`src/rtl/fpu_arbiter.sv`:
```
// Round-robin sequencer sharing one combinational fpu among N_REQ requesters.
// One operation in flight: accept, hold operands LAT cycles, capture, respond.
module fpu_arbiter #(
    parameter int unsigned N_REQ = 4,
    parameter int unsigned LAT   = 2,
    parameter int unsigned IDW   = $clog2(N_REQ)
) (
    input  logic                 clk,
    input  logic                 rst,
    input  logic [N_REQ-1:0]     req_valid,
    output logic [N_REQ-1:0]     req_ready,
    input  logic [32*N_REQ-1:0]  req_opd1,
    input  logic [32*N_REQ-1:0]  req_opd2,
    input  logic [2*N_REQ-1:0]   req_op,
    output logic [31:0]          fpu_opd1,
    output logic [31:0]          fpu_opd2,
    output logic [1:0]           fpu_op,
    input  logic [31:0]          fpu_res,
    input  logic [3:0]           fpu_flags,
    output logic                 rsp_valid,
    input  logic                 rsp_ready,
    output logic [IDW-1:0]       rsp_id,
    output logic [31:0]          rsp_res,
    output logic [3:0]           rsp_flags,
    output logic                 busy
);

    localparam int unsigned CW = $clog2(LAT + 1);

    localparam logic [1:0] S_IDLE = 2'd0;
    localparam logic [1:0] S_EXEC = 2'd1;
    localparam logic [1:0] S_RESP = 2'd2;

    logic [1:0]     state;
    logic [1:0]     state_nxt;
    logic [IDW-1:0] last_grant;
    logic [IDW-1:0] winner;
    logic           any_req;
    logic           accept;
    logic [CW-1:0]  cnt;

    // Round-robin pick: scan far-to-near so the nearest requester after last_grant wins.
    always_comb begin : arb
        int unsigned idx;
        winner  = last_grant;
        any_req = 1'b0;
        idx     = 0;
        for (int unsigned k = N_REQ; k >= 1; k--) begin
            idx = (32'(last_grant) + k) % N_REQ;
            if (req_valid[idx]) begin
                winner  = IDW'(idx);
                any_req = 1'b1;
            end
        end
    end

    always_ff @(posedge clk or posedge rst) begin : fsm_state
        if (rst) state <= S_IDLE;
        else     state <= state_nxt;
    end

    // Grant is combinational in IDLE; suppressed while reset is asserted.
    always_comb begin : fsm_next
        state_nxt = state;
        req_ready = '0;
        accept    = 1'b0;
        case (state)
            S_IDLE: begin
                if (any_req && !rst) begin
                    accept    = 1'b1;
                    req_ready = N_REQ'(1) << winner;
                    state_nxt = S_EXEC;
                end
            end
            S_EXEC: begin
                if (cnt == '0) state_nxt = S_RESP;
            end
            S_RESP: begin
                if (rsp_ready) state_nxt = S_IDLE;
            end
            default: state_nxt = S_IDLE;
        endcase
    end

    assign busy = (state != S_IDLE);

    always_ff @(posedge clk or posedge rst) begin : datapath
        if (rst) begin
            last_grant <= IDW'(N_REQ - 1);
            cnt        <= '0;
            fpu_opd1   <= '0;
            fpu_opd2   <= '0;
            fpu_op     <= '0;
            rsp_valid  <= 1'b0;
            rsp_id     <= '0;
            rsp_res    <= '0;
            rsp_flags  <= '0;
        end else begin
            case (state)
                S_IDLE: begin
                    if (accept) begin
                        fpu_opd1   <= req_opd1[32*winner +: 32];
                        fpu_opd2   <= req_opd2[32*winner +: 32];
                        fpu_op     <= req_op[2*winner +: 2];
                        rsp_id     <= winner;
                        last_grant <= winner;
                        cnt        <= CW'(LAT - 1);
                    end
                end
                S_EXEC: begin
                    if (cnt != '0) begin
                        cnt <= cnt - CW'(1);
                    end else begin
                        rsp_res   <= fpu_res;
                        rsp_flags <= fpu_flags;
                        rsp_valid <= 1'b1;
                    end
                end
                S_RESP: begin
                    if (rsp_ready) rsp_valid <= 1'b0;
                end
                default: ;
            endcase
        end
    end

endmodule

```
`config.mk`:
```
export PLATFORM = sky130hd
export DESIGN_NAME = fpu_arbiter
export DESIGN_NICKNAME = d
export VERILOG_FILES = /design/src/rtl/fpu_arbiter.sv
export SDC_FILE = /design/constraint.sdc
export NUM_CORES = 1
export LEC_CHECK = 0
export ABC_AREA = 1
export CELL_PAD_IN_SITES_DETAIL_PLACEMENT = 1
export CELL_PAD_IN_SITES_GLOBAL_PLACEMENT = 2
export CORE_MARGIN = 2
export CORE_UTILIZATION = 18
export DETAILED_ROUTE_END_ITERATION = 16
export MAX_ROUTING_LAYER = met4
export PLACE_DENSITY = 0.89
export SLEW_MARGIN = 40
export SYNTH_ARGS = -nofsm -noshare
export SYNTH_HDL_FRONTEND = slang
export SYNTH_SLANG_ARGS = --single-unit
```
`constraint.sdc`:
```
create_clock -name clk -period 4.2 [get_ports clk]
set_input_delay 0.42 -clock clk [delete_from_list [all_inputs] [get_ports clk]]
set_output_delay 0.42 -clock clk [all_outputs]
set_load 0.01 [all_outputs]
```
==> impl_metrics.csv, run 1 <==
group,metric,value,unit
status,outcome,"completed",
global_route,gr-usage-all-layers,0.162,
clocking,post_cts_buffers,0,
route,routed_wl,32100,microns
global_route,antenna_found_initial,0,
timing,maxSlewHeadroom,0.560,
floorplan,dieArea,40900,sq um
synthesis,ys_seq_elements,111,
worst_setup_path,path_max_fanout,32,
route,drt-initial-drc-count,364,
synthesis,synth_edf_count,0,
synthesis,synthCells,1091,
floorplan,num_io_pins,417,
floorplan,num_rows,72,
global_route,grt_max_degree,133,
final_layout,nFillCells,4796,
power_and_ir_drop,ir_worst_vdd,715,uV
route,drc_errors,0,
synthesis,synth.top_cell.area_share,0.386,
synthesis,post_synth_num_cell_types,22,
flow_run,drv_cap,0,
floorplan,start_util,0.182,
worst_setup_path,crit_family,"buffers and inverters",
synthesis,synth_largest_area_cell,"dfrtp_1",
worst_setup_path,r2r_cells,15,
clocking,cts_hold_buf,0,
route,wl_per_cell,16.2,microns
power_and_ir_drop,leakagePower,5.84,nW
route,first_pass_iters,5,
final_layout,diodes,0,
floorplan,core-area,38700,sq um
hold_path,hold_path.class,"in2async",
timing,setup_viol,0,
power_and_ir_drop,p_per_area,829,nW/um^2
worst_setup_path,cpPeakStageDelay,670,ps
final_layout,multiInputGateArea,3870,sq um
final_layout,fin_area,11900,sq um
timing,clock_skew,13.6,ps
worst_setup_path,worst_ep_required_time,3780,ps
global_route,first_global_vias,9124,
timing,worst_slew_pin_slew,660,ps
clocking,numClockSinks,111,
worst_setup_path,path_class,"reg2out",
final_layout,finalNonFillerCells,1979,
clocking,cts_root_buf,"clkbuf_16",
final_layout,seq_area,2780,sq um
route,ant_nets,0,
synthesis,ys.flop_type,"dfrtp_1",
synthesis,yosys-top-cells-area,"dfrtp_1 (39%), nand2_1 (37%), nand3_1 (9.6%), mux2_2 (5.7%), buf_2 (2.7%)",
worst_setup_path,startpoint_type,"flop",
worst_setup_path,worst_setup_path_end_kind,"output pin",
worst_setup_path,critPathSlowestCell,"dfstp_2",
place,io_buffers,416,
final_layout,final_nets,1764,
synthesis,synth_async_sr_flop_share,1.00,
global_route,overflow,0,
synthesis,postSynthAreaPerCell,6.48,sq um
place,dp_hpwl,23400,microns
final_layout,synthToLayoutAreaGrowth,69.1,%
clocking,clk_latency,380,ps
clocking,htreeDepth,3,
synthesis,ys_warn_count,0,
clocking,cts_resized,0,
clocking,cts_tree,"yes",
clocking,clk_pin_slew,90,ps
clocking,clockBufferDepth,2,
floorplan,dieWidth,202,microns
final_layout,drive_above_1_share,0.0548,
floorplan,die_height,202,microns
global_route,grt_pass1_wl,50700,microns
route,vias,8309,
timing,slew_violations,0,
synthesis,syn_nets,1399,
worst_setup_path,worst-path-buf-inv,4,
worst_setup_path,crit_chain,"inv_4 -> nand2_1 -> nand2_1 -> nand2_1 -> nand4_1 -> nand2_4 -> inv_2 -> buf_4 -> nor3_1 -> clkdlybuf4s50_1",
worst_setup_path,crit_cells,10,
synthesis,yosysSeqAreaShare,0.393,
place,place_area,11600,sq um
timing,rsz0062_at_grt,"no",
synthesis,synth_area,7070,sq um
clocking,numCtsBuffers,9,
timing,final-hold-violation-count,0,
synthesis,synthTopCellsByCount,"nand2_1 (695), nand3_1 (136), dfrtp_1 (109)",
timing,setup_tns,0,ps
place,dp.cells,1963,
timing,period_needed,3130,ps
worst_setup_path,cp_common_cell,"nand2_1",
synthesis,yosysMostFrequentCell,"nand2_1",
place,globalplace.congestion,0.795,
timing,fmax,319,MHz
route,viasPerCell,4.20,
timing,fin_crit_sh,0.746,
worst_setup_path,worstPathArrival,2710,ps
-- kinds of logic (layout without fill, tap and decap cells) --
group	count (synthesis)	in the layout	synth area share
multiplexers	36	36	0.0574
buffers and inverters	87	457	0.0613
AND/OR/NAND/NOR	849	849	0.481
flip-flops	111	111	0.393
AO/OA/AOI/OAI	7	7	0.00496
adder cells (fa/ha/maj)	1	1	0.00177
-- routing by layer --
| layer | vias up | wire (microns) | track usage |
|---|---|---|---|
| li1 | 4127 | - | - |
| met1 | 3926 | 14000 | 0.189 |
| met2 | 231 | 15700 | 0.278 |
| met3 | 25 | 1860 | 0.0403 |
| met4 | 0 | 467 | 0.0396 |
| met5 | - | 0 | - |
-- report_power, final --
part	switching (W)	leakage, nW	internal [W]
registers	0.000293	1.36	0.00160
logic	0.00436	4.33	0.00273
clock network	0.000492	0.146	0.000427
-- worst reg2reg max path: stages, from the launching register on --
cell and delay, ps:
dfstp_2 670, inv_4 90, nand2_1 70, nand2_1 70
nand2_1 140, nand2_1 80, inv_2 90, nand3_4 100
nand2_4 140, buf_4 470, nand2_1 150, nand2_1 100
nand2_1 60, nand2_1 120, nand2_1 70, nand2_1 90
-- final timing paths --
path | startpoint | endpoint | slack, ps
hold / removal | rst | fpu_opd2[10]$_DFFE_PP0P_ | 480
hold reg to reg | fpu_opd1[25]$_DFFE_PP0P_ | fpu_opd1[25]$_DFFE_PP0P_ | 480
setup reg to reg | last_grant[0]$_DFFE_PP1P_ | fpu_opd1[23]$_DFFE_PP0P_ | 1620
setup / recovery | last_grant[0]$_DFFE_PP1P_ | req_ready[1] | 1070
max in group asynchronous | rst | rsp_res[10]$_DFFE_PP0P_ | 2850
min in group clk | fpu_opd1[25]$_DFFE_PP0P_ | fpu_opd1[25]$_DFFE_PP0P_ | 480
-- registers in the layout, summed over array words and instances, names as in the netlist --
signal / cells
rsp_res: 32
last_grant: 2
state: 2
fpu_opd1: 32
fpu_opd2: 32
rsp_id: 2
rsp_valid: 1
cnt: 2
rsp_flags: 4
fpu_op: 2
-- through the flow --
stage	setup slack, ps	power, W	util	hold WS (ps)
3_5_place_dp	1050	0.00918	0.300	464
5_1_grt	851	0.0111	0.308	511
2_1_floorplan	853	0.00650	-	505
6_report	1070	0.00990	0.308	478
3_3_place_gp	1210	0.00903	0.300	460
4_1_cts	1000	0.0102	0.308	481
-- layout make-up --
type                       instances  area share
clock buffer                       9      0.0188
clock inverter                     7     0.00670
multi-input combinational        893       0.324
timing repair buffer             429       0.359
sequential                       111       0.233
tap                              518      0.0542
inverter                          12     0.00440
-- cells in the final DEF, fill, tap and decap left out, types with 3 or more instances in the layout --
| cell | instances |
|---|---|
| buf_4 | 9 |
| clkbuf_16 | 9 |
| clkdlybuf4s50_1 | 416 |
| dfrtp_1 | 109 |
| inv_1 | 6 |
| inv_2 | 4 |
| inv_6 | 3 |
| mux2_2 | 36 |
| nand2_1 | 693 |
| nand2_4 | 4 |
| nand3_1 | 136 |
| nor2_1 | 8 |
| o21ai_0 | 7 |
Note: power is estimated with default switching activity, not from simulation.
==> inputs of run 2 (changes only) <==
==> constraint.sdc (replaced) <==
create_clock -name clk -period 3.1 [get_ports clk]
set_input_delay 0.31 -clock clk [delete_from_list [all_inputs] [get_ports clk]]
set_output_delay 0.31 -clock clk [all_outputs]
set_load 0.01 [all_outputs]
==> impl_metrics.csv, run 2 (same netlist as run 1, synthesis figures left out) <==
group,metric,value,unit
status,outcome,"completed",
final_layout,layout_common_cells,"nand2_1 (693), clkdlybuf4s50_1 (416), nand3_1 (136)",
global_route,antenna_found_initial,0,
global_route,first_global_vias,9018,
worst_setup_path,reg2reg_from,"last_grant[0]$_DFFE_PP1P_",
timing,maxSlewHeadroom,0.544,
timing,hold_slack,440,ps
floorplan,num_io_pins,417,
clocking,cts_root_buf,"clkbuf_16",
route,ant_nets,0,
global_route,grt_max_degree,110,
worst_setup_path,path_class,"reg2out",
worst_setup_path,startpoint_type,"flop",
floorplan,core-area,38700,sq um
timing,final-hold-violation-count,0,
power_and_ir_drop,p_total,0.0136,W
timing,setup_viol,0,
route,wl_per_cell,16.7,microns
route,vias,8328,
power_and_ir_drop,intPower,0.00655,W
route,drt-initial-drc-count,284,
timing,rsz0062_at_grt,"no",
power_and_ir_drop,comb_power_share,0.718,
worst_setup_path,rr_endpoint,"fpu_op[0]$_DFFE_PP0P_",
worst_setup_path,r2r_setup_slack,590,ps
timing,clock_skew,9.62,ps
clocking,cts_tree,"yes",
power_and_ir_drop,ir_worst_vdd,820,uV
final_layout,layout_commonest_cell,"nand2_1",
final_layout,synthToLayoutAreaGrowth,70.4,%
power_and_ir_drop,p_sw,0.00700,W
flow_run,drv_cap,0,
clocking,cts_hold_buf,0,
place,io_buffers,416,
route,viasPerCell,4.20,
floorplan,dieArea,40900,sq um
floorplan,dieWidth,202,microns
clocking,numCtsBuffers,9,
clocking,clk_latency,380,ps
timing,period_needed,2910,ps
worst_setup_path,worst_setup_path_end_kind,"output pin",
power_and_ir_drop,swShare,0.517,
clocking,numClockSinks,111,
global_route,overflow,0,
hold_path,hold_path.class,"in2async",
timing,fin_crit_sh,0.939,
power_and_ir_drop,p_per_area,1130,nW/um^2
worst_setup_path,path_max_fanout,6,
timing,slew_violations,0,
final_layout,finalNonFillerCells,1985,
route,first_pass_iters,4,
final_layout,largestRegisters,"fpu_opd1 (32), fpu_opd2 (32), rsp_res (32)",
route,routed_wl,33100,microns
timing,fmax,343,MHz
clocking,cts_resized,0,
floorplan,start_util,0.182,
floorplan,num_rows,72,
route,drc_errors,0,
global_route,grt_pass1_wl,50600,microns
clocking,clk_pin_slew,90,ps
power_and_ir_drop,pwr-share-clk,0.094,
power_and_ir_drop,leakagePower,5.89,nW
place,globalplace.congestion,0.827,
timing,setup_tns,0,ps
timing,worst_slew_pin_slew,682,ps
worst_setup_path,r2r_cells,16,
clocking,clockBufferDepth,2,
worst_setup_path,worst_ep_required_time,2790,ps
floorplan,die_height,202,microns
power_and_ir_drop,seqPwrFrac,0.188,
final_layout,diodes,0,
worst_setup_path,worstPathArrival,2600,ps
final_layout,final_nets,1770,
final_layout,drive_above_1_share,0.0586,
place,dp_hpwl,24500,microns
clocking,htreeDepth,3,
final_layout,post-route-util,0.311,
place,dp.cells,1966,
global_route,gr-usage-all-layers,0.164,
[run 2: cell types whose count changed in the layout (fill, tap and decap cells not counted), sizes merged]
cell / delta
buf: +6
clkinv: +1
inv: -1
[run 2: worst max-delay path, stage by stage, from the launching register on]
cell and delay (ps):
dfstp_2 620, buf_4 140, nand2_1 40, nand2_1 110, nand2_1 100, nand2_1 100
inv_2 60, nand2_2 80, nand2_4 70, nand2_4 90, inv_1 60, nor3_1 180
clkdlybuf4s50_1 570
[run 2: power by group through the flow]
stage	Sequential, W	Clock, W	Combinational [W]
2_1_floorplan	0.00282	0	0.00600
3_3_place_gp	0.00254	0	0.00983
3_5_place_dp	0.00258	0	0.00993
4_1_cts	0.00256	0.00135	0.00996
5_1_grt	0.00263	0.00139	0.0111
6_report	0.00255	0.00127	0.00974
[run 2: worst max-delay path by stage]
stage	end	from	depth (start not counted)	slack (ps)
floorplan	req_ready[2]	last_grant[0]$_DFFE_PP1P_	13	970
global placement	req_ready[2]	req_valid[2]	8	200
detailed placement	req_ready[3]	req_valid[2]	8	240
CTS	req_ready[1]	last_grant[0]$_DFFE_PP1P_	11	110
global route	req_ready[1]	last_grant[0]$_DFFE_PP1P_	11	20
finish	req_ready[1]	last_grant[0]$_DFFE_PP1P_	12	190
[run 2: timing repair]
item | 4_1_cts | 5_1_grt
setup endpoints to repair | 0 | 1
setup buffers | 0 | 3
hold endpoints to repair | 0 | 0
[run 2: layer usage]
metal | up-vias | part of all wire | global-route usage | wire length [microns]
li1 | 4139 | - | - | -
met1 | 3920 | 0.41 | 0.183 | 13700
met2 | 233 | 0.51 | 0.291 | 17000
met3 | 36 | 0.056 | 0.0389 | 1840
met4 | 0 | 0.020 | 0.0487 | 665
met5 | - | 0 | - | 0
[run 2: final cells by class]
cell class              instances  area (sq um)
multi-input cells             893          3870
clock inverters                 7          83.8
repair buffers                435          4390
flip-flops and latches        111          2780
fillers                      4767         26700
inverters                      12          51.3
well taps                     518           648
clock buffers                   9           225
[run 2: metrics by stage]
stage	worst slack (ps)	instance area (sq um)
2_1_floorplan	973	7070
3_3_place_gp	196	11700
3_5_place_dp	243	11700
4_1_cts	107	12000
5_1_grt	15.5	12000
6_report	188	12000
==> inputs of run 3 (changes only) <==
--- a/config.mk
+++ b/config.mk
@@ -6,6 +6,7 @@
 export NUM_CORES = 1
 export LEC_CHECK = 0
 export ABC_AREA = 1
+export CAP_MARGIN = 10
 export CELL_PAD_IN_SITES_DETAIL_PLACEMENT = 1
 export CELL_PAD_IN_SITES_GLOBAL_PLACEMENT = 2
 export CORE_MARGIN = 2
==> results of run 3 <==
Same layout as run 2: the final DEF is identical, and so are final timing and power.
